<file path="src/rtl/keypad_pkg.sv">
// Shared types and constants for the 4x4 hex keypad scanner.
package keypad_pkg;

   typedef enum logic [1:0] {
      SCAN,
      DEBOUNCE,
      HELD
   } state_t;

   localparam logic [3:0] COL_IDLE = 4'hF;

   // Nibble {row,col} holds the hex legend printed on that key.
   localparam logic [63:0] KEY_MAP = 64'hDEF0_C987_B654_A321;

   function automatic logic [3:0] map_key(
      input logic [1:0] r,
      input logic [1:0] c
   );
      logic [5:0] base;
      base = {r, c, 2'b00};
      return KEY_MAP[base +: 4];
   endfunction

endpackage

</file>
<file path="src/rtl/keypad_scan_sync2.sv">
// Two-flop synchronizer for asynchronous inputs, any width.
module sync2 #(
   parameter int              W    = 1,
   parameter logic [W-1:0]    INIT = '0
) (
   input  logic         clk,
   input  logic         rst_n,
   input  logic [W-1:0] d,
   output logic [W-1:0] q
);

   logic [W-1:0] meta;

   always_ff @(posedge clk or negedge rst_n) begin
      if (!rst_n) begin
         meta <= INIT;
         q    <= INIT;
      end else begin
         meta <= d;
         q    <= meta;
      end
   end

endmodule

</file>
<file path="src/rtl/keypad_scan.sv">
// 4x4 keypad row scanner with debounce; accepted keys shift into digits.
module keypad_scan
   import keypad_pkg::*;
#(
   parameter int SCAN_DIV       = 50000,
   parameter int DEBOUNCE_TICKS = 4
) (
   input  logic        clk,
   input  logic        rst_n,
   output logic [3:0]  row,
   input  logic [3:0]  col,
   input  logic        clr,
   output logic [3:0]  key_code,
   output logic        key_valid,
   output logic        key_down,
   output logic [15:0] digits
);

   localparam int PW = (SCAN_DIV > 1) ? $clog2(SCAN_DIV) : 1;
   localparam int CW = $clog2(DEBOUNCE_TICKS + 1);
   localparam logic [PW-1:0] PRE_MAX  = PW'(SCAN_DIV - 1);
   localparam logic [CW-1:0] CNT_LAST = CW'(DEBOUNCE_TICKS - 1);

   logic [3:0]    cs;
   logic [PW-1:0] pre;
   logic          tick;

   state_t        state, state_n;
   logic [1:0]    r, r_n;
   logic [1:0]    c_lat, c_lat_n;
   logic [3:0]    pat, pat_n;
   logic [CW-1:0] cnt, cnt_n;
   logic          accept;

   logic          single;
   logic [1:0]    cidx;

   sync2 #(
      .W    (4),
      .INIT (COL_IDLE)
   ) u_sync (
      .clk   (clk),
      .rst_n (rst_n),
      .d     (col),
      .q     (cs)
   );

   assign tick     = (pre == PRE_MAX);
   assign row      = ~(4'b0001 << r);
   assign key_down = (state == HELD);

   always_ff @(posedge clk or negedge rst_n) begin
      if (!rst_n) pre <= '0;
      else        pre <= tick ? '0 : pre + 1'b1;
   end

   // Ghosting (two or more columns low) decodes as no key.
   always_comb begin
      single = 1'b0;
      cidx   = 2'd0;
      case (cs)
         4'b1110: begin single = 1'b1; cidx = 2'd0; end
         4'b1101: begin single = 1'b1; cidx = 2'd1; end
         4'b1011: begin single = 1'b1; cidx = 2'd2; end
         4'b0111: begin single = 1'b1; cidx = 2'd3; end
         default: ;
      endcase
   end

   always_comb begin
      state_n = state;
      r_n     = r;
      c_lat_n = c_lat;
      pat_n   = pat;
      cnt_n   = cnt;
      accept  = 1'b0;
      unique case (state)
         SCAN: begin
            if (tick) begin
               if (single) begin
                  c_lat_n = cidx;
                  pat_n   = cs;
                  cnt_n   = CW'(1);
                  state_n = DEBOUNCE;
               end else begin
                  r_n = r + 2'd1;
               end
            end
         end
         DEBOUNCE: begin
            if (tick) begin
               if (cs == pat) begin
                  if (cnt == CNT_LAST) begin
                     accept  = 1'b1;
                     cnt_n   = '0;
                     state_n = HELD;
                  end else begin
                     cnt_n = cnt + 1'b1;
                  end
               end else begin
                  cnt_n   = '0;
                  r_n     = r + 2'd1;
                  state_n = SCAN;
               end
            end
         end
         HELD: begin
            if (tick) begin
               if (cs == COL_IDLE) begin
                  if (cnt == CNT_LAST) begin
                     cnt_n   = '0;
                     r_n     = r + 2'd1;
                     state_n = SCAN;
                  end else begin
                     cnt_n = cnt + 1'b1;
                  end
               end else begin
                  cnt_n = '0;
               end
            end
         end
         default: begin
            state_n = SCAN;
            cnt_n   = '0;
         end
      endcase
   end

   always_ff @(posedge clk or negedge rst_n) begin
      if (!rst_n) begin
         state <= SCAN;
         r     <= 2'd0;
         c_lat <= 2'd0;
         pat   <= COL_IDLE;
         cnt   <= '0;
      end else begin
         state <= state_n;
         r     <= r_n;
         c_lat <= c_lat_n;
         pat   <= pat_n;
         cnt   <= cnt_n;
      end
   end

   // A clear in the same cycle as an accept still leaves digits empty.
   always_ff @(posedge clk or negedge rst_n) begin
      if (!rst_n) begin
         key_code  <= 4'h0;
         key_valid <= 1'b0;
         digits    <= 16'h0000;
      end else begin
         key_valid <= accept;
         if (accept) key_code <= map_key(r, c_lat);
         if (clr)
            digits <= 16'h0000;
         else if (accept)
            digits <= {digits[11:0], map_key(r, c_lat)};
      end
   end

endmodule

</file>
<file path="config.mk">
export PLATFORM = sky130hd
export DESIGN_NAME = keypad_scan
export DESIGN_NICKNAME = d
export VERILOG_FILES = /design/src/rtl/keypad_pkg.sv /design/src/rtl/keypad_scan_sync2.sv /design/src/rtl/keypad_scan.sv
export SDC_FILE = /design/constraint.sdc
export NUM_CORES = 1
export LEC_CHECK = 0
export ABC_AREA = 1
export CAP_MARGIN = 20
export CORE_ASPECT_RATIO = 1.2
export CORE_MARGIN = 8
export CORE_UTILIZATION = 29
export CTS_CLUSTER_DIAMETER = 60
export DETAILED_ROUTE_END_ITERATION = 6
export SETUP_SLACK_MARGIN = 0.2
export SLEW_MARGIN = 20
export SYNTH_ARGS = -nofsm -noshare
export SYNTH_HDL_FRONTEND = slang
export SYNTH_SLANG_ARGS = --single-unit
</file>
<file path="constraint.sdc">
create_clock -name clk -period 1.5 [get_ports clk]
set_input_delay 0.3 -clock clk [delete_from_list [all_inputs] [get_ports clk]]
set_output_delay 0.3 -clock clk [all_outputs]
set_load 0.02 [all_outputs]
</file>
Word-level counts from Yosys, hierarchy flattened

Index checks and enable logic that the tools add are counted.

Flip-flop bits (word level): 58
Bits of input ports: 7
Output and inout port bits: 26
Logic and storage cells: 78

$add $sub $neg: 3
Eq/ne operators: 19
Shifts and indexed selects: 2
Multiplexer cells: 34
Bitwise logic cells: 1
Reduce and logical (&&, ||, !) cells: 8

Operators by type and width:

| kind                    | count |
|---|---|
| $shiftx 64x7->4 const A | 1 |
| $mux 16                 | 3 |
| $mux 2                  | 15 |
| $mux 3                  | 7 |
| $pmux 2 s3              | 3 |
| $add 16x1->16 const B   | 1 |
| $eq 16x16->1 const B    | 1 |
| $eq 4x4->1 const B      | 4 |
| $ne 2x2->1 const B      | 5 |
| $pmux 3 s3              | 1 |
| $reduce_and 8->1        | 1 |
| $reduce_and 7->1        | 1 |
| $ne 2x1->1 const B      | 3 |
| $mux 1                  | 5 |
| $eq 4x3->1 const B      | 1 |
| $eq 4x4->1              | 1 |
| $not 4->4               | 1 |
| $reduce_and 4->1        | 1 |
| $reduce_or 4->1         | 1 |
| $shl 1x2->4 const A     | 1 |
| $add 3x1->3 const B     | 1 |
| $eq 3x2->1 const B      | 1 |
| $ne 3x3->1 const B      | 1 |
| $reduce_and 3->1        | 1 |
| 6 further kinds         | 6 |

Depth between registers and ports, before layout

Gate-level depths: netlist (run 1).

Depth in word-level cells: 7
Mapped depth: 11
Gate-level depth less buffers: 11

Cells and area by module

Synthesis (run 1) repeated with hierarchy kept, for this count alone.

Cells, all modules: 365
Area, all modules: 2,917.8 um^2

By module, submodules not included:

| module      | instances | cells an instance | area an instance (um^2) |
|---|---|---|---|
| keypad_scan | 1         | 357               | 2,707.6 |
| sync2       | 1         | 8                 | 210.2 |

Worst setup path after synthesis (run 1)

No wires, ideal clock.

Path type: flip-flop to flip-flop
Start: register pre[0]
End: register digits[8]
Library setup time: 0.118 ns
Arrival: 1.426 ns
Data required time: 1.382 ns
Setup slack: -0.044 ns
Stages on the path, launching flop included: 11
Clock period less this slack: 1.544 ns
Cells stage by stage: dfrtp_1 -> ha_1 -> nand3_2 -> nor2_4 -> nand2_4 -> nor2_4 -> nand2_2 -> buf_6 -> buf_8 -> nand3_2 -> nand2_1

Longest elaborated chain between the ends: 4

Ends and longest elaborated chain:

| item                               | RTL line           | RTL |
|---|---|---|
| start: declaration                 | keypad_scan.sv:25  | `logic [PW-1:0] pre;` |
| start signal: assignment           | keypad_scan.sv:54  | `else pre <= tick ? '0 : pre + 1'b1;` |
| $eq 16x16->1                       | keypad_scan.sv:48  | `assign tick = (pre == PRE_MAX);` |
| $mux 1                             | keypad_scan.sv:91  | `if (tick) begin` |
| $mux 1                             | keypad_scan.sv:77  | `unique case (state)` |
| $reduce_bool 2->1 (no source line) | -                  |  |
| end signal: assignment             | keypad_scan.sv:157 | `digits <= {digits[11:0], map_key(r, c_lat)};` |
| end: declaration                   | keypad_scan.sv:16  | `output logic [15:0] digits` |

Every way passes these cells.
A chain may end at the register's enable or synchronous reset.

Worst setup path in the final report (run 1)

Start: register u_sync.q[3]
End: register key_code[0]

Longest elaborated chain between the ends: 4

Ends and longest elaborated chain:

| item                     | RTL line                | RTL |
|---|---|---|
| start: declaration       | keypad_scan_sync2.sv:9  | `output logic [W-1:0] q` |
| start signal: assignment | keypad_scan_sync2.sv:20 | `q <= meta;` |
| $eq 4x4->1               | keypad_scan.sv:92       | `if (cs == pat) begin` |
| $mux 1                   | keypad_scan.sv:92       |  |
| $mux 1                   | keypad_scan.sv:91       |  |
| $mux 1                   | keypad_scan.sv:77       |  |
| end signal: assignment   | keypad_scan.sv:153      | `if (accept) key_code <= map_key(r, c_lat);` |
| end: declaration         | keypad_scan.sv:13       | `output logic [3:0] key_code,` |

Every way passes these cells.

==> results.md, run 1 <==
- N_diodes: 0
- CP Cell Sequence: inv_2 -> nand2_1 -> nand2_1 -> nor2_1 -> nand3_2 -> inv_2 -> nand2_4 -> buf_8 -> nand2_2 -> o21ai_1
- Peak supply drop: 0.436 mV
- Max stage delay on crit path: 0.55 ns
- Worst Setup Path Type: flop to flop
- FF-to-FF setup slack: -0.03 ns
- Met3 Use GR: 2.46%
- Root buffer cell: clkbuf_16
- Final nets: 475
- All-Layer GR Usage: 10.6%
- Setup TNS: -0.203 ns
- Ranking of synthesized cells by area: dfrtp_1 39%, nand2_1 12%, dfstp_2 11%, nand3_1 6.2%, inv_1 5.4%
- CTS sink cnt: 58
- Worst EP arrival: 1.73 ns
- I/O Buffers: 32
- Clk buf depth: 2
- Syn avg cell area: 8.30 um2
- Die H: 127 um
- P_int: 2.75 mW
- Clock transition at path regs: 0.05 ns
- WL/cell: 12.4 um
- Seq pwr share: 44.8%
- RSZ-0062 raised after global routing: true
- Die area: 0.0138 mm2
- Synth Cell Area: 0.00299 mm2
- Final Wtd Congestion: 0.840
- Crit path capture type: flop
- WL final: 7310 um
- Worst R2R Path Depth: 10
- Worst Hold Launch: u_sync.meta[2]
- Psw: 0.816 mW
- Slew Viols, Final: 0
- Hold Vio Cnt, Final: 0
- # setup viols final: 19
- CP Data Required Time: 1.70 ns
- RR Endpoint: key_code[0]
- Area delta synth->final: 52.4%
- Run status: finished with violations
- Synthesized instance count: 360
- Io pins: 33
- First-pass GRT wire length: 12000 um
- Setup slack at placement: -0.226 ns
- Seq cells post-synth: 58
- Failing checks: negative setup slack
- Max-Cap Viols: 0
- Worst hold path endpoint: u_sync.q[2]
- DR pass1 iterations: 4
- Initial antenna violation count: 0
- Highest net fanout along the worst path: 10
- Startpoint type of the worst setup path: flop
- CTS tree: built
- Vias in the first global route: 2736
- Yosys top cell by area: dfrtp_1
- Min-Delay Path Class: flop to flop
- Combinational power share: 3.9%
- Initial drt markers: 104
- Final period util: 102%
- Slowest-stage cell, CP: dfstp_2
- M2 GR Usage: 17.8%
- Final setup margin: -0.0319 ns
- Post-layout total power: 3.57 mW
- Pin slew with the least headroom to its limit: 0.485 ns
- Core area: 0.0100 mm2
- Hpwl dp: 4980 um
- Die width: 109 um
- Via count: 2702
- Syn Nets: 377
- Worst setup startpoint: u_sync.q[3]
- Clock skew: 0.00647 ns
- Largest net degree at the start of global routing: 22
- ANT nets after route: 0
- Synth top area share: 38.5%
- CTS buffer count: 9
- H-tree Lvls: 3
- Worst Hold Margin: 0.353 ns
- Sequential element share of the synthesized area: 49.1%
- Residual DRC: 0
- Pleak: 2.32 nW
- Grt total ovfl: 0
- Met1 track demand over resource: 11.8%
- Synth cell types: 36
- Switching share of power: 22.9%
- Ys Warns: 0
- GRT Max-Usage Layer: met2
- Via density: 4.59
- RR Startpoint: u_sync.q[3]
- Clk pwr share: 51.4%
- Ratio of cells with drive above 1 in the final layout: 47.7%
- Slew margin rel.: 67.7%
- Post-layout util: 45.5%
- Starting Density: 29.8%
- Worst hold stages: 0
- Post-layout min period: 1.53 ns
- Clock Latency Late Sink: 0.32 ns
- Max Clock Freq: 0.653 GHz
- Power Density: 783 mW/mm2
- # rows: 40
## Yosys cell counts
master    count
nand2_1      97
dfrtp_1      46
inv_1        43
nor2_1       39
nand3_1      37
o21ai_0      13
dfstp_2      12
a21oi_1      11
ha_1         10
nand3_2       8
nand2_2       5
inv_2         4
nor2_4        4
xor2_1        4
nand4_1       3
a31oi_1       2
buf_2         2
buf_6         2
a21boi_0      1
a21o_1        1
buf_8         1
clkbuf_1      1
clkinv_1      1
inv_4         1
nand2_4       1
nand3b_1      1
nand3b_4      1
nor2_2        1
nor3_1        1
nor3_2        1
nor4_1        1
o211a_1       1
o21bai_1      1
o22ai_1       1
o31ai_1       1
or2_2         1
## cell type report
| type | instances | area, um2 |
|---|---|---|
| Timing Repair Buffer | 93 | 793 |
| Fill cell | 953 | 5460 |
| Clock inverter | 7 | 46.3 |
| Sequential cell | 58 | 1470 |
| Inverter | 49 | 199 |
| Tap cell | 126 | 158 |
| Multi-Input combinational cell | 247 | 1660 |
| Clock buffer | 9 | 225 |
## stage by stage
step,std cells,cell area (um2)
floorplan,360,3030
global placement,549,3760
detailed placement,549,3760
CTS,580,4350
global route,589,4550
finish,589,4550
## how the worst max path moves through the flow
| stage | endpoint | slack (ns) | cells after the start |
|---|---|---|---|
| 4_1_cts | key_code[0] | -0.02 | 10 |
| 5_1_grt | digits[7] | -0.12 | 11 |
| 3_3_place_gp | row[0] | -0.13 | 4 |
| 3_5_place_dp | row[0] | -0.23 | 4 |
| 6_report | key_code[0] | -0.03 | 10 |
| 2_1_floorplan | digits[8] | 0.007 | 11 |
## sequential cells by signal, indices dropped and copies added (netlist names), 2 cells and up
| signal | cells |
|---|---|
| u_sync.q | 4 |
| pat | 4 |
| key_code | 4 |
| cnt | 3 |
| u_sync.meta | 4 |
| c_lat | 2 |
| digits | 16 |
| state | 2 |
| r | 2 |
| pre | 16 |
## worst max-delay path, delay by kind of cell, from the launching register on
family | cells | cell delay, ns
AO/OA/AOI/OAI | 1 | 0.06
AND/OR/NAND/NOR | 6 | 0.47
flip-flops | 1 | 0.55
buffers and inverters | 3 | 0.32
## logic make-up (layout without fill, tap and decap cells)
logic type               count (synthesis)  in the layout  synth area share, %
AND/OR/NAND/NOR                        201            201                 31.6
flip-flops                              58             58                 49.1
buffers and inverters                   55            158                 7.96
AO/OA/AOI/OAI                           32             32                 5.99
adder cells (fa/ha/maj)                 10             10                 4.19
XOR/XNOR                                 4              4                 1.17
## layout by cell type, fill, tap and decap left out, types with 3 or more instances in the layout
cell type / count
clkdlybuf4s50_1: 5
dfrtp_1: 43
nand3_1: 24
xor2_1: 4
a21oi_1: 7
clkdlybuf4s15_2: 5
clkinvlp_4: 3
o21ai_0: 5
nand3_2: 17
buf_6: 17
ha_4: 5
nor2_2: 7
nor2_1: 24
clkbuf_16: 9
nand4_1: 3
nand3_4: 4
nand2_2: 19
nand2_1: 75
dfstp_2: 12
nor2_4: 13
inv_1: 30
nand2_4: 9
inv_2: 16
o21ai_1: 5
ha_1: 5
clkinv_2: 3
buf_2: 16
a21oi_2: 4
dfrtp_2: 3
buf_4: 44
## power by group through the flow
stage / logic [mW] / registers, mW / clock network [mW]
finish: 0.138 / 1.60 / 1.83
global placement: 0.119 / 1.62 / 0
global route: 0.155 / 1.60 / 1.96
CTS: 0.128 / 1.59 / 1.87
detailed placement: 0.120 / 1.62 / 0
floorplan: 0.0412 / 1.62 / 0
## metal layers
layer	wire length (um)	vias to the layer above	part of all wire, %
li1	-	1339	-
met3	293	21	4.0
met1	3120	1288	43
met2	3650	54	50
met4	251	0	3.4
met5	0	-	0
## timing repair
| action | in CTS | in global routing |
|---|---|---|
| pin swaps | 12 | 22 |
| gates cloned | 0 | 0 |
| resized for setup | 166 | 66 |
| endpoints found under the setup margin | 73 | 63 |
| hold buffers | 1 | 0 |
| buffers inserted | 14 | 9 |
| endpoints found under the hold margin | 16 | 0 |
Power figures use the tool's default switching activity.
==> run 2, diff against run 1 <==
--- a/config.mk
+++ b/config.mk
@@ -12,6 +12,7 @@
 export CORE_UTILIZATION = 29
 export CTS_CLUSTER_DIAMETER = 60
 export DETAILED_ROUTE_END_ITERATION = 6
+export GPL_TIMING_DRIVEN = 0
 export SETUP_SLACK_MARGIN = 0.2
 export SLEW_MARGIN = 20
 export SYNTH_ARGS = -nofsm -noshare
==> run 2 against run 1 <==
  * The flow still finishes with violations (negative setup slack)
  * Global-route usage increased by 0.50 points
  * Sequential share of layout area decreased by 0.39 points
  * Clock power increased by 13%
  * First-iteration DRC count decreased by 8.7%
  * Final cell count decreased by 1.4%
  * Cell area increased by 1.2%
  * Fmax decreased by 2.6%
  * Hold slack about the same
  * Combinational power increased by 15%
  * Utilization increased by 0.55 points
  * Wire length increased by 1.6%
  * Highest routed layer unchanged
==> results.md, run 2 (synthesized netlist as in run 1, its figures left out) <==
- Run status: finished with violations
- Failing checks: negative setup slack
- All-Layer GR Usage: 11.1%
- Max-Cap Viols: 0
- Clk buf depth: 2
- Placed insts: 519
- Setup slack at placement: -0.394 ns
- Slew margin rel.: 70.7%
- Crit path capture type: flop
- Pleak: 2.29 nW
- Biggest registers after layout: digits x16, pre x16
- Area occupied by multi-input gates: 0.00170 mm2
- Starting Density: 29.8%
- Min-Delay Path Class: flop to flop
- CP Data Required Time: 1.72 ns
- Worst Setup Path Type: flop to flop
- WL/cell: 12.8 um
- Peak supply drop: 0.559 mV
- Clock transition at path regs: 0.05 ns
- Power Density: 830 mW/mm2
- ANT nets after route: 0
- Via density: 4.56
- H-tree Lvls: 3
- FF/Latch Area: 0.00147 mm2
- Die width: 109 um
- Startpoint type of the worst setup path: flop
- Pin slew with the least headroom to its limit: 0.439 ns
- # rows: 40
- Initial antenna violation count: 0
- Clock skew: 0.00767 ns
- DR pass1 iterations: 5
- Final period util: 105%
- Worst EP arrival: 1.79 ns
- Io pins: 33
- Die H: 127 um
- Grt total ovfl: 0
- Highest net fanout along the worst path: 3
- Slew Viols, Final: 0
- CTS tree: built
- Hpwl dp: 4610 um
- I/O Buffers: 32
- Post-layout min period: 1.57 ns
- Commonest non-fill, non-tap cells in the layout: 72 x nand2_1, 43 x dfrtp_1, 29 x buf_4, 28 x inv_1, 23 x nor2_1
- # setup viols final: 30
- Residual DRC: 0
- Ratio of cells with drive above 1 in the final layout: 48.4%
- First-pass GRT wire length: 12500 um
- Max Clock Freq: 0.636 GHz
- WL final: 7430 um
- Clock Latency Late Sink: 0.33 ns
- Setup TNS: -1.31 ns
- Core area: 0.0100 mm2
- Via count: 2651
- Vias in the first global route: 2778
- Initial drt markers: 95
- Final nets: 467
- Die area: 0.0138 mm2
- # fillers: 951
- RSZ-0062 raised after global routing: true
- Area delta synth->final: 54.3%
- Final setup margin: -0.0732 ns
- Fin cells: 581
- Final Wtd Congestion: 0.813
- CTS buffer count: 9
- Largest net degree at the start of global routing: 35
- Root buffer cell: clkbuf_16
- N_diodes: 0
- Leading cell type in the layout, fill and taps excluded: nand2_1
- Hold Vio Cnt, Final: 0
- CTS sink cnt: 58
run 2: per-layer routing:
layer | wire length, um | track usage (%) | vias to the layer above
li1 | - | - | 1319
met1 | 2990 | 12.5 | 1275
met2 | 3930 | 19.3 | 45
met3 | 375 | 2.97 | 12
met4 | 137 | 4.84 | 0
met5 | 0 | 0 | -
run 2: final timing paths:
kind	startpoint	to	slack [ns]	cells after the start
worst min-delay path	u_sync.meta[0]	u_sync.q[0]	0.35	0
max in group asynchronous	rst_n	u_sync.meta[2]	0.51	3
worst max-delay path	u_sync.q[1]	r[0]	-0.07	11
min in group asynchronous	rst_n	key_valid	0.42	2
worst max register to register	u_sync.q[1]	r[0]	-0.07	11
worst min register to register	u_sync.meta[0]	u_sync.q[0]	0.35	0
run 2: repair_timing:
action / CTS / global route
pin swaps: 23 / 24
hold buffers: 1 / 0
gates cloned: 2 / 0
setup endpoints to repair: 72 / 63
resized for setup: 191 / 53
endpoints found under the hold margin: 22 / 0
buffers inserted: 28 / 15
run 2: critical path: stages (launching register included):
cell and delay [ns]:
dfstp_2 0.55, buf_6 0.13, nand2_2 0.05, nand2_2 0.08, nor2_4 0.04, nand3_4 0.10
buf_6 0.12, nand2_4 0.05, nor2_4 0.13, nand2_2 0.07, nand2_1 0.08, nand2_1 0.05
run 2: layout make-up:
type / count / area share, %
multi-input combinational: 247 / 36.8
sequential: 58 / 31.9
timing repair buffer: 79 / 15.6
clock buffer: 11 / 5.49
inverter: 49 / 4.37
tap: 126 / 3.42
buffer: 6 / 1.30
clock inverter: 5 / 1.14
run 2: power by group:
part	internal [mW]	switching, mW
Combinational	0.0594	0.0992
Clock	1.36	0.706
Sequential	1.59	0.00697
run 2: stage by stage:
step	utilization, %	cell area (um2)	hold WS, ns	total power [mW]
2_1_floorplan	-	3030	0.00441	1.66
3_3_place_gp	35.1	3510	0.346	1.72
3_5_place_dp	35.3	3530	0.231	1.73
4_1_cts	43.9	4400	0.354	3.83
5_1_grt	46.0	4610	0.356	3.96
6_report	46.0	4610	0.353	3.82
==> run 3, diff against run 2 <==
--- a/config.mk
+++ b/config.mk
@@ -8,8 +8,9 @@
 export ABC_AREA = 1
 export CAP_MARGIN = 20
 export CORE_ASPECT_RATIO = 1.2
-export CORE_MARGIN = 8
+export CORE_MARGIN = 1.5
 export CORE_UTILIZATION = 29
+export CTS_BUF_LIST = sky130_fd_sc_hd__clkbuf_8
 export CTS_CLUSTER_DIAMETER = 60
 export DETAILED_ROUTE_END_ITERATION = 6
 export GPL_TIMING_DRIVEN = 0
==> run 3 against run 2 <==
  * Die area decreased by 21%
  * The flow still finishes with violations (negative setup slack)
  * Critical path depth is the same
  * Largest power group is now sequential cells
  * Utilization shrank 0.52 points
  * Setup slack worse by 0.044 ns
  * Critical endpoint is now digits[3]
  * Largest cell class unchanged
==> results.md, run 3 (synthesized netlist as in run 1, its figures left out) <==
- Run status: finished with violations
- Failing checks: negative setup slack
- CP Cell Sequence: inv_2 -> nand2_1 -> nand2_1 -> nor2_2 -> nand3_2 -> inv_2 -> nand2_4 -> buf_8 -> buf_6 -> nand3_2 -> nand2_1
- Via count: 2711
- CP Data Required Time: 1.74 ns
- All-Layer GR Usage: 13.5%
- Clk buf depth: 2
- Power Density: 707 mW/mm2
- Worst Hold Margin: 0.339 ns
- Core area: 0.0100 mm2
- Grt total ovfl: 0
- DR pass1 iterations: 4
- Clock skew: 0.0124 ns
- Die width: 95.6 um
- Die H: 114 um
- Ratio of cells with drive above 1 in the final layout: 48.9%
- CP top delay family: flip-flops
- Hold Vio Cnt, Final: 0
- CTS buffer count: 9
- Final setup margin: -0.118 ns
- Clock Latency Late Sink: 0.35 ns
- Setup TNS: -2.12 ns
- Final nets: 474
- RSZ-0062 raised after global routing: true
- Biggest registers after layout: digits x16, pre x16
- H-tree Lvls: 3
- WL/cell: 12.8 um
- ANT nets after route: 0
- Via density: 4.61
- Post-route cell area: 0.00455 mm2
- Max-Cap Viols: 0
- Crit path capture type: flop
- RR Startpoint: u_sync.q[2]
- First-pass GRT wire length: 11400 um
- CTS tree: built
- Startpoint type of the worst setup path: flop
- Max stage delay on crit path: 0.56 ns
- Highest net fanout along the worst path: 4
- Max Clock Freq: 0.618 GHz
- Largest net degree at the start of global routing: 50
- Worst Setup Path Type: flop to flop
- Worst EP arrival: 1.86 ns
- Die area: 0.0109 mm2
- Min-Delay Path Class: input port to asynchronous set/reset pin
- FF-to-FF setup slack: -0.12 ns
- Slew Viols, Final: 0
- CP Buf/Inv Count: 4
- Residual DRC: 0
- Post-layout total power: 3.22 mW
- Final Wtd Congestion: 0.830
- Final period util: 108%
- Slowest-stage cell, CP: dfstp_2
- Starting Density: 29.8%
- Vias in the first global route: 2518
- CTS sink cnt: 58
- Post-layout min period: 1.62 ns
- Initial drt markers: 71
- Peak supply drop: 0.350 mV
- Hpwl dp: 4450 um
- RR Endpoint: digits[3]
- Worst R2R Path Depth: 11
- Commonest non-fill, non-tap cells in the layout: 72 x nand2_1, 42 x dfrtp_1, 33 x buf_4, 29 x inv_1, 24 x nor2_1
- Dpl cell area: 0.00354 mm2
- Root buffer cell: clkbuf_8
- # setup viols final: 30
- Pleak: 2.34 nW
- Area delta synth->final: 52.5%
- Initial antenna violation count: 0
- I/O Buffers: 32
- Pin slew with the least headroom to its limit: 0.437 ns
- Clock transition at path regs: 0.07 ns
- Top cell by count, worst path: nand2_1
- N_diodes: 0
- # rows: 40
- Io pins: 33
- Slew margin rel.: 70.9%
- WL final: 7510 um
- Leading cell type in the layout, fill and taps excluded: nand2_1
## run 3: timing repair
item	in CTS	in global routing
gates resized for setup	170	86
hold buffers	1	0
endpoints found under the setup margin	74	56
pin swaps	17	28
hold endpoints to repair	9	0
gates cloned	2	1
setup buffers	26	23
## run 3: worst max path at each step
stage,start,endpoint,slack [ns],cells after the start
after CTS,u_sync.q[2],digits[15],-0.06,11
after global placement,rst_n,pre[8],-1.76,1
after floorplan,u_sync.q[3],digits[8],0.007,11
after global routing,u_sync.q[0],r[1],-0.22,7
final,u_sync.q[2],digits[3],-0.12,11
after detailed placement,r[0],row[0],-0.37,4
## run 3: final cells by class
| cell class | instances | area [um2] |
|---|---|---|
| plain buffers | 6 | 63.8 |
| clock buffers | 10 | 138 |
| clock inverters | 6 | 66.3 |
| fillers | 953 | 5460 |
| inverters | 49 | 199 |
| multi-input cells | 247 | 1690 |
| flip-flops and latches | 58 | 1470 |
| well taps | 126 | 158 |
| repair buffers | 86 | 764 |
## run 3: where the power goes
part / switching [mW] / internal (mW) / total [mW]
clock: 0.665 / 0.810 / 1.48
sequential: 0.00873 / 1.58 / 1.59
combinational: 0.0874 / 0.0620 / 0.149
total: 0.761 / 2.46 / 3.22
## run 3: metal layers
layer | vias to the layer above | part of all wire, % | global-route usage, %
li1 | 1338 | - | -
met1 | 1300 | 41 | 15.5
met2 | 59 | 53 | 23.2
met3 | 14 | 3.9 | 2.46
met4 | 0 | 2.3 | 7.75
met5 | - | 0 | 0
## run 3: per-stage QoR
stage	instances	util [%]	worst slack, ns
after detailed placement	519	35.3	-0.367
after global placement	518	35.1	-1.76
after global routing	588	45.5	-0.219
after floorplan	360	-	0.00745
after CTS	564	40.6	-0.0557
final	588	45.5	-0.118
